==> config.mk <==
export PLATFORM = sky130hd
export DESIGN_NAME = dmem_arbiter
export DESIGN_NICKNAME = d
export VERILOG_FILES = /design/src/rtl/dmem_arbiter.sv
export SDC_FILE = /design/constraint.sdc
export NUM_CORES = 1
export LEC_CHECK = 0
export BUFFER_PORTS_ARGS = -buffer_cell sky130_fd_sc_hd__buf_2
export CORE_MARGIN = 1
export CORE_UTILIZATION = 43
export CTS_CLUSTER_SIZE = 28
export DETAILED_ROUTE_END_ITERATION = 6
export HOLD_SLACK_MARGIN = 0.03
export PLACE_DENSITY = 0.75
export REMOVE_ABC_BUFFERS = 1
export SYNTH_ARGS = -nofsm -noshare
export SYNTH_HDL_FRONTEND = slang
export SYNTH_SLANG_ARGS = --single-unit
==> constraint.sdc <==
create_clock -name clk -period 6 [get_ports clk]
set_input_delay 0.9 -clock clk [delete_from_list [all_inputs] [get_ports clk]]
set_output_delay 0.9 -clock clk [all_outputs]
set_load 0.03 [all_outputs]
==> src/rtl/dmem_arbiter.sv <==
// dmem_arbiter: two-port round-robin arbiter and access sequencer for a
// 64-byte big-endian data memory. Adds byte/halfword loads (zero-extended)
// and stores (sub-word stores done as read-modify-write), with range checks.
// Optional build macro: DMEM_ARB_STRICT_PRIO_EN (port 0 always wins ties).
module dmem_arbiter #(
    parameter int ADDR_W   = 6,
    parameter int DATA_W   = 32,
    parameter int MAX_ADDR = 60
) (
    input  logic              clk,
    input  logic              rst_n,
    input  logic              p0_req,
    input  logic              p0_we,
    input  logic [1:0]        p0_size,
    input  logic [ADDR_W-1:0] p0_addr,
    input  logic [DATA_W-1:0] p0_wdata,
    output logic              p0_gnt,
    output logic              p0_done,
    output logic [DATA_W-1:0] p0_rdata,
    output logic              p0_err,
    input  logic              p1_req,
    input  logic              p1_we,
    input  logic [1:0]        p1_size,
    input  logic [ADDR_W-1:0] p1_addr,
    input  logic [DATA_W-1:0] p1_wdata,
    output logic              p1_gnt,
    output logic              p1_done,
    output logic [DATA_W-1:0] p1_rdata,
    output logic              p1_err,
    output logic              busy,
    output logic              mem_wen,
    output logic [ADDR_W-1:0] mem_addr,
    output logic [DATA_W-1:0] mem_wdata,
    input  logic [DATA_W-1:0] mem_rdata
);

    typedef enum logic [1:0] {IDLE, ACCESS, WRITE, DONE} state_t;

    localparam logic [1:0]        SZ_BYTE = 2'b00;
    localparam logic [1:0]        SZ_HALF = 2'b01;
    localparam logic [1:0]        SZ_WORD = 2'b10;
    localparam logic [1:0]        SZ_RSVD = 2'b11;
    localparam logic [ADDR_W-1:0] MAX_A   = ADDR_W'(MAX_ADDR);

    state_t              state_q, state_d;
    logic                last_q, last_d;
    logic                owner_q, owner_d;
    logic                we_q, we_d;
    logic [1:0]          size_q, size_d;
    logic [ADDR_W-1:0]   addr_q, addr_d;
    logic [DATA_W-1:0]   wdata_q, wdata_d;
    logic [23:0]         merge_q, merge_d;
    logic [DATA_W-1:0]   rdata_q, rdata_d;
    logic                err_q, err_d;
    logic                pick1;

    // State and request-field registers; reset abandons any in-flight access.
    always_ff @(posedge clk or negedge rst_n) begin
        if (!rst_n) begin
            state_q <= IDLE;
            last_q  <= 1'b1;
            owner_q <= 1'b0;
            we_q    <= 1'b0;
            size_q  <= '0;
            addr_q  <= '0;
            wdata_q <= '0;
            merge_q <= '0;
            rdata_q <= '0;
            err_q   <= 1'b0;
        end else begin
            state_q <= state_d;
            last_q  <= last_d;
            owner_q <= owner_d;
            we_q    <= we_d;
            size_q  <= size_d;
            addr_q  <= addr_d;
            wdata_q <= wdata_d;
            merge_q <= merge_d;
            rdata_q <= rdata_d;
            err_q   <= err_d;
        end
    end

    // Arbitration, access sequencing and memory-side outputs.
    always_comb begin
        state_d   = state_q;
        last_d    = last_q;
        owner_d   = owner_q;
        we_d      = we_q;
        size_d    = size_q;
        addr_d    = addr_q;
        wdata_d   = wdata_q;
        merge_d   = merge_q;
        rdata_d   = rdata_q;
        err_d     = err_q;
        pick1     = 1'b0;
        p0_gnt    = 1'b0;
        p1_gnt    = 1'b0;
        mem_wen   = 1'b0;
        mem_addr  = '0;
        mem_wdata = '0;
        case (state_q)
            IDLE: begin
`ifdef DMEM_ARB_STRICT_PRIO_EN
                pick1 = p1_req && !p0_req;
`else
                pick1 = p1_req && (!p0_req || !last_q);
`endif
                if (p0_req || p1_req) begin
                    p0_gnt  = !pick1;
                    p1_gnt  = pick1;
                    owner_d = pick1;
                    last_d  = pick1;
                    we_d    = pick1 ? p1_we    : p0_we;
                    size_d  = pick1 ? p1_size  : p0_size;
                    addr_d  = pick1 ? p1_addr  : p0_addr;
                    wdata_d = pick1 ? p1_wdata : p0_wdata;
                    rdata_d = '0;
                    err_d   = 1'b0;
                    state_d = ACCESS;
                end
            end
            ACCESS: begin
                mem_addr = addr_q;
                if (addr_q > MAX_A || size_q == SZ_RSVD) begin
                    rdata_d = '1;
                    err_d   = 1'b1;
                    state_d = DONE;
                end else if (!we_q) begin
                    case (size_q)
                        SZ_BYTE: rdata_d = {24'b0, mem_rdata[31:24]};
                        SZ_HALF: rdata_d = {16'b0, mem_rdata[31:16]};
                        default: rdata_d = mem_rdata;
                    endcase
                    state_d = DONE;
                end else if (size_q == SZ_WORD) begin
                    mem_wen   = 1'b1;
                    mem_wdata = wdata_q;
                    state_d   = DONE;
                end else begin
                    // Big-endian: the bytes kept by a sub-word store are the low ones.
                    merge_d = mem_rdata[23:0];
                    state_d = WRITE;
                end
            end
            WRITE: begin
                mem_wen  = 1'b1;
                mem_addr = addr_q;
                if (size_q == SZ_BYTE) begin
                    mem_wdata = {wdata_q[7:0], merge_q[23:0]};
                end else begin
                    mem_wdata = {wdata_q[15:0], merge_q[15:0]};
                end
                state_d = DONE;
            end
            DONE: begin
                state_d = IDLE;
            end
            default: begin
                state_d = IDLE;
            end
        endcase
    end

    // Completion outputs are gated so rdata/err read as zero outside done.
    always_comb begin
        busy     = (state_q != IDLE);
        p0_done  = (state_q == DONE) && !owner_q;
        p1_done  = (state_q == DONE) && owner_q;
        p0_rdata = p0_done ? rdata_q : '0;
        p1_rdata = p1_done ? rdata_q : '0;
        p0_err   = p0_done && err_q;
        p1_err   = p1_done && err_q;
    end

endmodule

Word-level counts from Yosys, hierarchy flattened:

Index checks and enable logic that the tools add are counted.

* $lt $le $gt $ge: 1
* mux-type cells: 33
* reduce and logical (&&, ||, !) cells: 21
* bitwise gates (word level): 2
* eq/ne operators: 9

Operators by type and width (count)
* $mux W32: 10
* $pmux W32 S2: 3
* $mux W1: 13
* $mux W6: 2
* $eq A2 B2 Y1 const B: 4
* $pmux W2 S4: 1
* $gt A6 B6 Y1 const B: 1
* $reduce_and A3 Y1: 2
* $logic_and A1 B1 Y1: 5
* $eq A2 B1 Y1 const B: 2
* $logic_not A1 Y1: 4
* $logic_not A2 Y1: 2
* $mux W2: 2
* $ne A2 B2 Y1 const B: 2
* $pmux W1 S2: 2
* $reduce_and A4 Y1: 1
* $reduce_bool A2 Y1: 2
* $logic_or A1 B1 Y1: 3
* $ne A3 B3 Y1 const B: 1
* $not A1 Y1: 2
* $reduce_and A2 Y1: 1
* $reduce_or A2 Y1: 1

* output and inout bits: 110
* bits of input ports: 118
* register bits: 102

Depth between registers and ports, before layout:

Gate-level depths: netlist of the first run.

* depth in word-level cells: 6
* depth in mapped cells: 7

Least setup slack after synthesis of the first run:

OpenSTA, ideal clock, no wires.

* path kind: reg-to-output
* start: register state_q[1]
* end: output port mem_wdata[17]
* path slack: 3.088 ns
* path buffers: 1
* required time: 5.100 ns
* data arrival time: 2.012 ns
* cell stages (with the launch flop): 8
* cells stage by stage: dfrtp_1 inv_1 ha_1 nand2_1 a2111oi_4 buf_2 a22oi_1 nor2b_1

* word-level cells in the longest chain between the ends: 2

RTL lines
* start, declared: line 45 `state_t state_q, state_d;`
* start signal, assigned: line 71 `state_q <= state_d;`
* $eq A2 B2 Y1 or $eq A2 B1 Y1 (tied branches): line 102 `case (state_q)`
* $pmux W32 S2 *: line 102
* end, declared: line 33 `output logic [DATA_W-1:0] mem_wdata,`

Mark *: on every way between the ends. The rest lies on a longest branch, timed or not.

Final worst setup path of the first run:

* start: register size_q[1]
* end: output port mem_wdata[31]

* word-level cells in the longest chain between the ends: 5

RTL lines
* start, declared: line 49 `logic [1:0] size_q, size_d;`
* start signal, assigned: line 75 `size_q <= size_d;`
* $eq A2 B2 Y1: line 136 `end else if (size_q == SZ_WORD) begin`
* $mux W32: line 136
* $mux W32: line 129 `end else if (!we_q) begin`
* $mux W32: line 125 `if (addr_q > MAX_A || size_q == SZ_RSVD) begin`
* $pmux W32 S2 *: line 102

Marked as above.

==> impl_metrics.csv, run 1 <==
group,metric,value,unit
status,status,"finished with violations",
status,failed_checks,"DRC",
placement,half_perimeter_wire_length_of_the_detailed_placement_result,12500,µm
finish,filler_cell_count,1193,
timing,finalSetupTns,0,ns
clocking,cts_repair_resize_count,0,
clocking,cts.hold.buffers_added,0,
routing,initialDrtViolationCount,382,
clocking,cts_post_setup_buffers_inserted,0,
timing,finalHoldViolCount,0,
die,boundaryPins,228,
clocking,tritoncts,"done",
synth,syn_avg_cell_area,10.4,µm²
worst_setup_path,worst-setup-path-type,"reg2out",
synth,synth-seq-area-share,0.431,
min_path,whs_endpoint,"wdata_q[31]",
routing,wl_met2,8540,µm
worst_setup_path,cp-end-kind,"output port",
routing,routed-wl-met3,1080,µm
routing,detail_route.drc_violations,2,
routing,ant_nets,0,
min_path,hold_path_startpoint,"wdata_q[31]",
synth,synth.lib_cells_used.distinct,40,
worst_setup_path,cp_data_arrival_time,3.52,ns
finish,finalNetCount,886,
min_path,worstHoldPathType,"reg2reg",
grt,grt_pass1_vias,5164,
routing,wirelength,17400,µm
finish,register_area,2550,µm²
min_path,hold_path_depth,2,
routing,wl_met1,7520,µm
finish,area_occupied_by_multi_input_gates,2990,µm²
grt,grt_start_max_net_pins,62,
placement,globalplace.congestion,0.855,
die,floorplan_die_height,119,µm
grt,grt_use_total,0.243,
routing,routed-via-count,5313,
power,switch_share,0.442,
power,cell_internal_pwr,2.29,mW
routing,top_signal_layer_used,"met4",
synth,synth.ff_latch_count,102,
worst_setup_path,regToRegEndpoint,"rdata_q[11]",
job,max_cap_viols,0,
power,power.sequential.fraction,0.318,
worst_setup_path,regToRegStartpoint,"addr_q[5]",
clocking,root_buffer,"sky130_fd_sc_hd__clkbuf_16",
worst_setup_path,worstSetupStartpointType,"flop",
grt,grt_antenna_before_repair,1,
power,power_share_of_the_combinational_group,0.537,
timing,hold_ws,0.500,ns
power,ir_worst_vdd,347,µV
power,clock_power_frac,0.145,
die,placementRows,42,
timing,timing.final.crit_period,4.42,ns
timing,slew_viol_final,0,
timing,slew-limit-headroom,0.186,
clocking,clock_sink_count,102,
finish,layout.cells.most_common,"sky130_fd_sc_hd__buf_2",
timing,max_slew.worst_pin.slew,1.22,ns
synth,synthesis.instances,571,
clocking,cts_buffer_depth,2,
finish,final_core_util,0.556,
synth,synth_warnings,0,
timing,min_period_over_period,0.737,
timing,final-setup-viol-count,0,
grt,grt_pass1_wl,27000,µm
power,power.leakage,3.98,nW
worst_setup_path,reg2regPathDepth,4,
placement,port-buffer-count,227,
synth,netlist_area,5930,µm²
clocking,cts.clk_slew.worst_paths,0.07,ns
worst_setup_path,data_required_time_of_the_worst_path,5.10,ns
worst_setup_path,worstPathMaxFanout,37,
timing,rsz0062_at_grt,"false",
routing,detail_route.first_pass.iterations,7,
die,effective_utilization_at_floorplan,0.444,
die,area_of_the_die,14300,µm²
die,placeableCoreArea,13300,µm²
placement,dpl-instance-area,7120,µm²
power,power.density,554,nW/µm²
worst_setup_path,timing.reg2reg.setup_slack,3.14,ns
finish,layout.cells.most_common_list,"226 x sky130_fd_sc_hd__buf_2, 101 x sky130_fd_sc_hd__dfrtp_1, 45 x sky130_fd_sc_hd__mux2_2, 42 x sky130_fd_sc_hd__and2_1, 39 x sky130_fd_sc_hd__inv_1",
grt,grt-ovfl-total,0,
routing,via_per_inst,5.62,
power,switchingPower,1.82,mW
clocking,cts.htree.levels,3,
clocking,clkLatencyLatePin,0.35,ns
finish,final_layout_size_suffix_gt1_frac,0.424,
clocking,cts-buffers-inserted,9,
finish,stdcell_area,7420,µm²
die,die_width,119,µm
routing,route.detailed.wl_per_inst,18.4,µm
finish,layout-area-overhead-vs-synth,25.2,%
timing,skew,0.00671,ns
timing,max_freq,226,MHz
[sequential cells by signal, indices dropped and copies added, names as in the netlist]
signal and cells:
last_q 1, state_q 2, merge_q 24, addr_q 6
we_q 1, owner_q 1, rdata_q 32, err_q 1
wdata_q 32, size_q 2
[critical path, stage by stage (launching register included)]
cell                        delay (ns)
sky130_fd_sc_hd__dfrtp_1          0.97
sky130_fd_sc_hd__clkinv_1         0.77
sky130_fd_sc_hd__a2111oi_4        0.45
sky130_fd_sc_hd__buf_4            0.42
sky130_fd_sc_hd__a22oi_1          0.17
sky130_fd_sc_hd__nor2b_1          0.17
sky130_fd_sc_hd__buf_2            0.22
[cells in the mapped netlist]
cell type	number	area (µm²)
sky130_fd_sc_hd__or2_4	1	8.76
sky130_fd_sc_hd__nor2b_1	33	206
sky130_fd_sc_hd__clkinv_1	2	7.51
sky130_fd_sc_hd__buf_4	2	15.0
sky130_fd_sc_hd__a31oi_1	1	6.26
sky130_fd_sc_hd__ha_1	4	50.1
sky130_fd_sc_hd__a222oi_1	36	360
sky130_fd_sc_hd__mux2i_1	13	130
sky130_fd_sc_hd__and4_1	1	8.76
sky130_fd_sc_hd__buf_1	1	3.75
sky130_fd_sc_hd__nor3b_1	1	7.51
sky130_fd_sc_hd__mux2_4	20	300
sky130_fd_sc_hd__a211oi_1	1	7.51
sky130_fd_sc_hd__nand2_1	15	56.3
sky130_fd_sc_hd__a21boi_2	1	11.3
sky130_fd_sc_hd__or3_1	1	6.26
sky130_fd_sc_hd__a21boi_0	1	7.51
sky130_fd_sc_hd__and3_1	33	206
sky130_fd_sc_hd__a2bb2oi_1	8	70.1
sky130_fd_sc_hd__mux2_2	45	507
sky130_fd_sc_hd__buf_12	2	40.0
sky130_fd_sc_hd__o211ai_1	8	60.1
sky130_fd_sc_hd__a21oi_1	26	130
sky130_fd_sc_hd__buf_2	10	50.1
sky130_fd_sc_hd__o21a_1	2	15.0
sky130_fd_sc_hd__clkbuf_1	37	139
sky130_fd_sc_hd__nor2_1	5	18.8
sky130_fd_sc_hd__a2111oi_4	1	27.5
sky130_fd_sc_hd__a31o_2	1	8.76
sky130_fd_sc_hd__o21ai_0	30	150
sky130_fd_sc_hd__dfstp_2	1	26.3
sky130_fd_sc_hd__a22oi_1	32	240
sky130_fd_sc_hd__inv_1	39	146
sky130_fd_sc_hd__o21ai_1	1	5.00
sky130_fd_sc_hd__o31ai_1	1	7.51
sky130_fd_sc_hd__a21o_1	10	75.1
sky130_fd_sc_hd__and2_4	1	8.76
sky130_fd_sc_hd__buf_6	1	11.3
sky130_fd_sc_hd__dfrtp_1	101	2530
sky130_fd_sc_hd__and2_1	42	263
[power groups by stage]
stage | Sequential [mW] | Clock, mW | Combinational, mW
floorplan | 1.21 | 0 | 1.63
finish | 1.31 | 0.597 | 2.21
global route | 1.35 | 0.638 | 2.39
detailed placement | 1.32 | 0 | 2.20
global placement | 1.30 | 0 | 2.13
CTS | 1.30 | 0.608 | 2.21
[per-layer routing]
metal	track usage	vias up
met2	0.411	238
met1	0.319	2596
met3	0.0398	19
met5	0	-
li1	-	2460
met4	0.0742	0
[final cells by class]
class | count | share of cell area
Multi-Input combinational cell | 375 | 0.403
Sequential cell | 102 | 0.344
Timing Repair Buffer | 235 | 0.162
Clock buffer | 11 | 0.0327
Tap cell | 176 | 0.0297
Inverter | 41 | 0.0207
Clock inverter | 5 | 0.00776
Antenna cell | 1 | 0.000337
[per-stage QoR]
stage / std cells / total power, mW / worst slack, ns
2_1_floorplan: 518 / 2.84 / 1.52
3_3_place_gp: 929 / 3.43 / 2.12
3_5_place_dp: 929 / 3.51 / 2.04
4_1_cts: 945 / 4.12 / 1.62
5_1_grt: 945 / 4.38 / 1.26
6_report: 946 / 4.11 / 1.58
[kinds of logic after synthesis]
group | Yosys count | synth area share
buffers and inverters | 94 | 0.0697
and+or+nand+nor | 133 | 0.133
muxes | 78 | 0.158
DFF | 102 | 0.431
AOI/OAI and AO/OA | 160 | 0.199
adders and majority gates | 4 | 0.00844
[how the worst max path moves through the flow]
stage | startpoint | end | slack, ns | cells after the start
after floorplan | p0_req | p0_gnt | 1.52 | 2
after global placement | size_q[1] | mem_wdata[11] | 2.12 | 6
after detailed placement | size_q[1] | mem_wdata[31] | 2.04 | 6
after CTS | size_q[1] | mem_wdata[31] | 1.62 | 6
after global routing | size_q[1] | mem_wdata[11] | 1.26 | 6
final | size_q[1] | mem_wdata[31] | 1.58 | 6
Note: power is estimated with default switching activity, not from simulation.
==> run 2, diff against run 1 <==
==> constraint.sdc (replaced) <==
create_clock -name clk -period 4.45 [get_ports clk]
set_input_delay 0.6675 -clock clk [delete_from_list [all_inputs] [get_ports clk]]
set_output_delay 0.6675 -clock clk [all_outputs]
set_load 0.03 [all_outputs]
==> run 2 against run 1 <==
The run now ends clean. Total power grew 36%. Sequential share of layout area is 0.10 points lower. Largest power group unchanged. Die area unchanged. Utilization rose by 0.17 points. Highest routed layer unchanged. Setup slack lost 0.80 ns. Wire length increased by 1.7%. First-iteration DRC count is 7.9% higher. Register-to-register slack lost 1.6 ns. Clock skew grew 0.0018 ns. Non-clock buffer count rose by 2.
==> impl_metrics.csv, run 2 (same netlist as run 1, synthesis figures left out) <==
group,metric,value,unit
status,status,"complete, no violations",
timing,final-setup-viol-count,0,
timing,rsz0062_at_grt,"false",
grt,grt_pass1_wl,27800,µm
clocking,cts.htree.levels,3,
finish,filler_cell_count,1185,
clocking,clock_sink_count,102,
finish,finalNetCount,888,
clocking,cts_repair_resize_count,0,
placement,half_perimeter_wire_length_of_the_detailed_placement_result,12600,µm
placement,globalplace.congestion,0.896,
timing,finalSetupTns,0,ns
worst_setup_path,cp-end-kind,"output port",
finish,area_occupied_by_multi_input_gates,2990,µm²
finish,layout.cells.most_common,"sky130_fd_sc_hd__buf_2",
timing,finalHoldViolCount,0,
grt,grt_antenna_before_repair,1,
clocking,cts.clk_slew.worst_paths,0.07,ns
finish,stdcell_area,7440,µm²
routing,route.detailed.wl_per_inst,18.7,µm
finish,layout.cells.most_common_list,"226 x sky130_fd_sc_hd__buf_2, 101 x sky130_fd_sc_hd__dfrtp_1, 45 x sky130_fd_sc_hd__mux2_2, 42 x sky130_fd_sc_hd__and2_1, 39 x sky130_fd_sc_hd__inv_1",
die,placementRows,42,
timing,skew,0.00856,ns
min_path,worstHoldPathType,"in2async",
die,placeableCoreArea,13300,µm²
die,boundaryPins,228,
grt,grt-ovfl-total,0,
worst_setup_path,worstPathMaxFanout,36,
clocking,cts-buffers-inserted,9,
power,switchingPower,2.47,mW
finish,register_area,2550,µm²
placement,dpl-instance-area,7130,µm²
finish,layout-area-overhead-vs-synth,25.6,%
clocking,tritoncts,"done",
routing,routed-via-count,5414,
placement,post_placement_cell_count,931,
worst_setup_path,cp_data_arrival_time,3.00,ns
routing,initialDrtViolationCount,412,
routing,detail_route.first_pass.iterations,7,
worst_setup_path,worst-setup-path-type,"reg2out",
routing,via_per_inst,5.71,
power,power.leakage,3.99,nW
power,clock_power_frac,0.145,
grt,grt_use_total,0.250,
grt,grt_start_max_net_pins,70,
worst_setup_path,data_required_time_of_the_worst_path,3.78,ns
finish,final-instance-count-excl-fill,948,
job,max_cap_viols,0,
power,power_share_of_the_combinational_group,0.544,
power,power.density,749,nW/µm²
placement,placement.setup.worst_slack,1.22,ns
timing,slew_viol_final,0,
finish,registers_with_the_most_flip_flops,"rdata_q x32, wdata_q x32, merge_q x24",
routing,wirelength,17700,µm
die,die_width,119,µm
timing,max_slew.worst_pin.slew,1.20,ns
die,area_of_the_die,14300,µm²
routing,detail_route.drc_violations,0,
power,cell_internal_pwr,3.10,mW
clocking,clkLatencyLatePin,0.35,ns
power,switch_share,0.444,
clocking,cts_buffer_depth,2,
clocking,cts.hold.buffers_added,0,
clocking,root_buffer,"sky130_fd_sc_hd__clkbuf_16",
grt,grt_pass1_vias,5425,
timing,hold_ws,0.434,ns
power,ir_worst_vdd,455,µV
power,power.sequential.fraction,0.311,
timing,min_period_over_period,0.824,
timing,timing.final.crit_period,3.67,ns
die,floorplan_die_height,119,µm
finish,final_layout_size_suffix_gt1_frac,0.427,
worst_setup_path,worstSetupStartpointType,"flop",
placement,port-buffer-count,227,
timing,slew-limit-headroom,0.193,
clocking,cts_post_setup_buffers_inserted,0,
timing,max_freq,273,MHz
timing,postLayoutSetupSlackWorst,0.781,ns
routing,ant_nets,0,
die,effective_utilization_at_floorplan,0.444,
## run 2: metal layers
metal	GRT usage	wire, µm	vias to the layer above
met5	0	0	-
met4	0.0914	344	0
met3	0.0407	1170	28
met2	0.430	8630	263
met1	0.316	7560	2646
li1	-	-	2477
## run 2: final cells by class
class	instances	area share
Tap cell	176	0.0296
Timing Repair Buffer	237	0.163
Sequential cell	102	0.343
Multi-Input combinational cell	375	0.402
Antenna cell	1	0.000336
Clock buffer	10	0.0321
Inverter	41	0.0207
Clock inverter	6	0.00925
## run 2: path summary, 6_finish.rpt
| check | depth (start not counted) | endpoint | slack, ns | startpoint |
|---|---|---|---|---|
| worst max register to register | 4 | rdata_q[13] | 1.58 | addr_q[2] |
| max in group asynchronous | 2 | wdata_q[14] | 2.99 | rst_n |
| worst min-delay path | 1 | rdata_q[22] | 0.43 | rst_n |
| min in group clk | 2 | wdata_q[31] | 0.50 | wdata_q[31] |
| worst min register to register | 2 | wdata_q[31] | 0.50 | wdata_q[31] |
| worst max-delay path | 7 | mem_wdata[8] | 0.78 | size_q[1] |
## run 2: power groups by stage
stage	logic (mW)	registers [mW]	clock network, mW
6_report	3.03	1.73	0.810
5_1_grt	3.27	1.78	0.862
4_1_cts	3.04	1.73	0.829
3_5_place_dp	3.02	1.74	0
3_3_place_gp	2.93	1.71	0
2_1_floorplan	2.20	1.64	0
## run 2: metrics by stage
step / power [mW] / utilization
6_report: 5.57 / 0.558
4_1_cts: 5.59 / 0.557
2_1_floorplan: 3.83 / -
3_3_place_gp: 4.64 / 0.534
3_5_place_dp: 4.76 / 0.534
5_1_grt: 5.92 / 0.557
## run 2: worst max-delay path: stages, from the launching register on
cell	delay [ns]
sky130_fd_sc_hd__dfrtp_1	0.36
sky130_fd_sc_hd__buf_4	0.31
sky130_fd_sc_hd__clkinv_1	0.51
sky130_fd_sc_hd__a2111oi_4	0.44
sky130_fd_sc_hd__buf_4	0.43
sky130_fd_sc_hd__a22oi_1	0.12
sky130_fd_sc_hd__nor2b_1	0.23
sky130_fd_sc_hd__buf_2	0.24
==> run 3, diff against run 2 <==
==> constraint.sdc (replaced) <==
create_clock -name clk -period 3.4 [get_ports clk]
set_input_delay 0.51 -clock clk [delete_from_list [all_inputs] [get_ports clk]]
set_output_delay 0.51 -clock clk [all_outputs]
set_load 0.03 [all_outputs]
==> run 3 against run 2 <==
Via count rose by 0.20%. Sequential share of layout area is 0.26 points lower. Critical endpoint is now p0_err. Count of clock-buffer cells in the layout grew 1. Largest power group unchanged. Global-route usage shrank 0.15 points. Clock skew barely moved. Highest routed layer unchanged. Worst hold slack lost 0.18 ns.
==> impl_metrics.csv, run 3 (same netlist as run 1, synthesis figures left out) <==
group,metric,value,unit
status,status,"complete, no violations",
job,max_cap_viols,0,
worst_setup_path,worstSetupStartpointType,"flop",
clocking,tritoncts,"done",
grt,grt_start_max_net_pins,64,
die,area_of_the_die,14300,µm²
worst_setup_path,cp_data_arrival_time,2.61,ns
die,placeableCoreArea,13300,µm²
grt,grt_pass1_vias,5402,
worst_setup_path,data_required_time_of_the_worst_path,2.89,ns
grt,groute.layer.met3.usage,0.0421,
grt,routing_layer_with_the_top_usage_in_global_route,"met2",
worst_setup_path,critical_path.slowest_cell,"sky130_fd_sc_hd__nor2b_2",
clocking,cts.clk_slew.worst_paths,0.07,ns
grt,routing_usage_on_met2,0.414,
grt,grtUsageMet1,0.327,
placement,half_perimeter_wire_length_of_the_detailed_placement_result,12600,µm
die,floorplan_die_height,119,µm
worst_setup_path,cp-end-kind,"output port",
clocking,cts_buffer_depth,2,
clocking,cts_repair_resize_count,0,
clocking,cts.htree.levels,3,
clocking,cts.hold.buffers_added,0,
worst_setup_path,worstPathCellList,"ha_1, buf_4, nor2b_2, and2_1, buf_2",
power,power.total,7.30,mW
placement,port-buffer-count,227,
timing,slew-limit-headroom,0.287,
finish,layout-area-overhead-vs-synth,26.5,%
worst_setup_path,timing.critical_path.slowest_cell_delay,0.90,ns
placement,placement.setup.worst_slack,0.687,ns
routing,via_per_inst,5.67,
grt,grt_use_total,0.248,
die,placementRows,42,
worst_setup_path,worst-setup-path-type,"reg2out",
timing,postLayoutSetupSlackWorst,0.280,ns
timing,hold_ws,0.256,ns
routing,route.detailed.wl_per_inst,18.3,µm
routing,wirelength,17500,µm
clocking,cts-buffers-inserted,9,
routing,initialDrtViolationCount,488,
die,die_width,119,µm
die,boundaryPins,228,
timing,slew_viol_final,0,
routing,routed-via-count,5425,
placement,dpl-instance-area,7200,µm²
grt,grt-ovfl-total,0,
worst_setup_path,critPathTopFamily,"simple AND/OR/NAND/NOR gates",
timing,rsz0062_at_grt,"false",
worst_setup_path,reg2regPathDepth,6,
min_path,worstHoldPathType,"in2async",
timing,finalHoldViolCount,0,
worst_setup_path,worstPathMaxFanout,35,
worst_setup_path,cp_num_buf_inv,2,
power,ir_worst_vdd,740,µV
timing,max_freq,321,MHz
timing,timing.final.crit_period,3.12,ns
die,effective_utilization_at_floorplan,0.444,
finish,final_layout_size_suffix_gt1_frac,0.430,
worst_setup_path,critical_path_depth,5,
clocking,root_buffer,"sky130_fd_sc_hd__clkbuf_16",
routing,detail_route.first_pass.iterations,7,
clocking,cts_post_setup_buffers_inserted,0,
timing,skew,0.00876,ns
timing,max_slew.worst_pin.slew,1.07,ns
placement,globalplace.congestion,0.892,
power,power.leakage,4.02,nW
finish,registers_with_the_most_flip_flops,"rdata_q x32, wdata_q x32, merge_q x24",
finish,layout.cells.most_common_list,"226 x sky130_fd_sc_hd__buf_2, 101 x sky130_fd_sc_hd__dfrtp_1, 45 x sky130_fd_sc_hd__mux2_2, 42 x sky130_fd_sc_hd__and2_1, 39 x sky130_fd_sc_hd__inv_1",
clocking,clock_sink_count,102,
finish,layout.cells.most_common,"sky130_fd_sc_hd__buf_2",
clocking,clkLatencyLatePin,0.35,ns
grt,grt_pass1_wl,27700,µm
finish,finalNetCount,896,
finish,stdcell_area,7500,µm²
routing,detail_route.drc_violations,0,
timing,finalSetupTns,0,ns
power,power.density,974,nW/µm²
timing,final-setup-viol-count,0,
grt,grt_antenna_before_repair,1,
timing,min_period_over_period,0.918,
routing,ant_nets,0,
[run 3: cell count changes in the layout (fill, tap and decap cells not counted), sizes merged]
cell,delta
clkinv,-1
inv,-1
buf,+8
clkbuf,+1
clkinvlp,+1
[run 3: power by group]
group	leakage, nW	switching (mW)	internal, mW
clock	0.136	0.456	0.573
sequential	1.26	0.428	1.79
combinational	2.62	2.34	1.72
total	4.02	3.22	4.08
[run 3: final cells by class]
class	instances	area, µm²
Antenna cell	1	2.50
Clock buffer	11	233
Clock inverter	5	58.8
Fill cell	1197	5850
Inverter	41	154
Multi-Input combinational cell	375	2990
Sequential cell	102	2550
Tap cell	176	220
Timing Repair Buffer	245	1290
[run 3: final timing paths]
kind                        startpoint          end  slack [ns]
min in group clk           p1_wdata[7]   wdata_q[7]        0.38
max in group asynchronous        rst_n  wdata_q[11]        2.42
hold / removal                   rst_n  rdata_q[22]        0.26
setup reg to reg            state_q[1]   state_q[0]        1.19
hold reg to reg            wdata_q[31]  wdata_q[31]        0.49
setup / recovery            state_q[0]       p0_err        0.28
[run 3: per-stage QoR]
step	instances	util
after global routing	955	0.562
final	956	0.562
after floorplan	518	-
after CTS	955	0.562
after detailed placement	939	0.540
after global placement	939	0.540
[run 3: metal layers]
layer / vias up / wire, µm / part of all wire
met2: 240 / 8430 / 0.48
li1: 2484 / - / -
met3: 19 / 1140 / 0.065
met1: 2682 / 7630 / 0.44
met5: - / 0 / 0
met4: 0 / 274 / 0.016
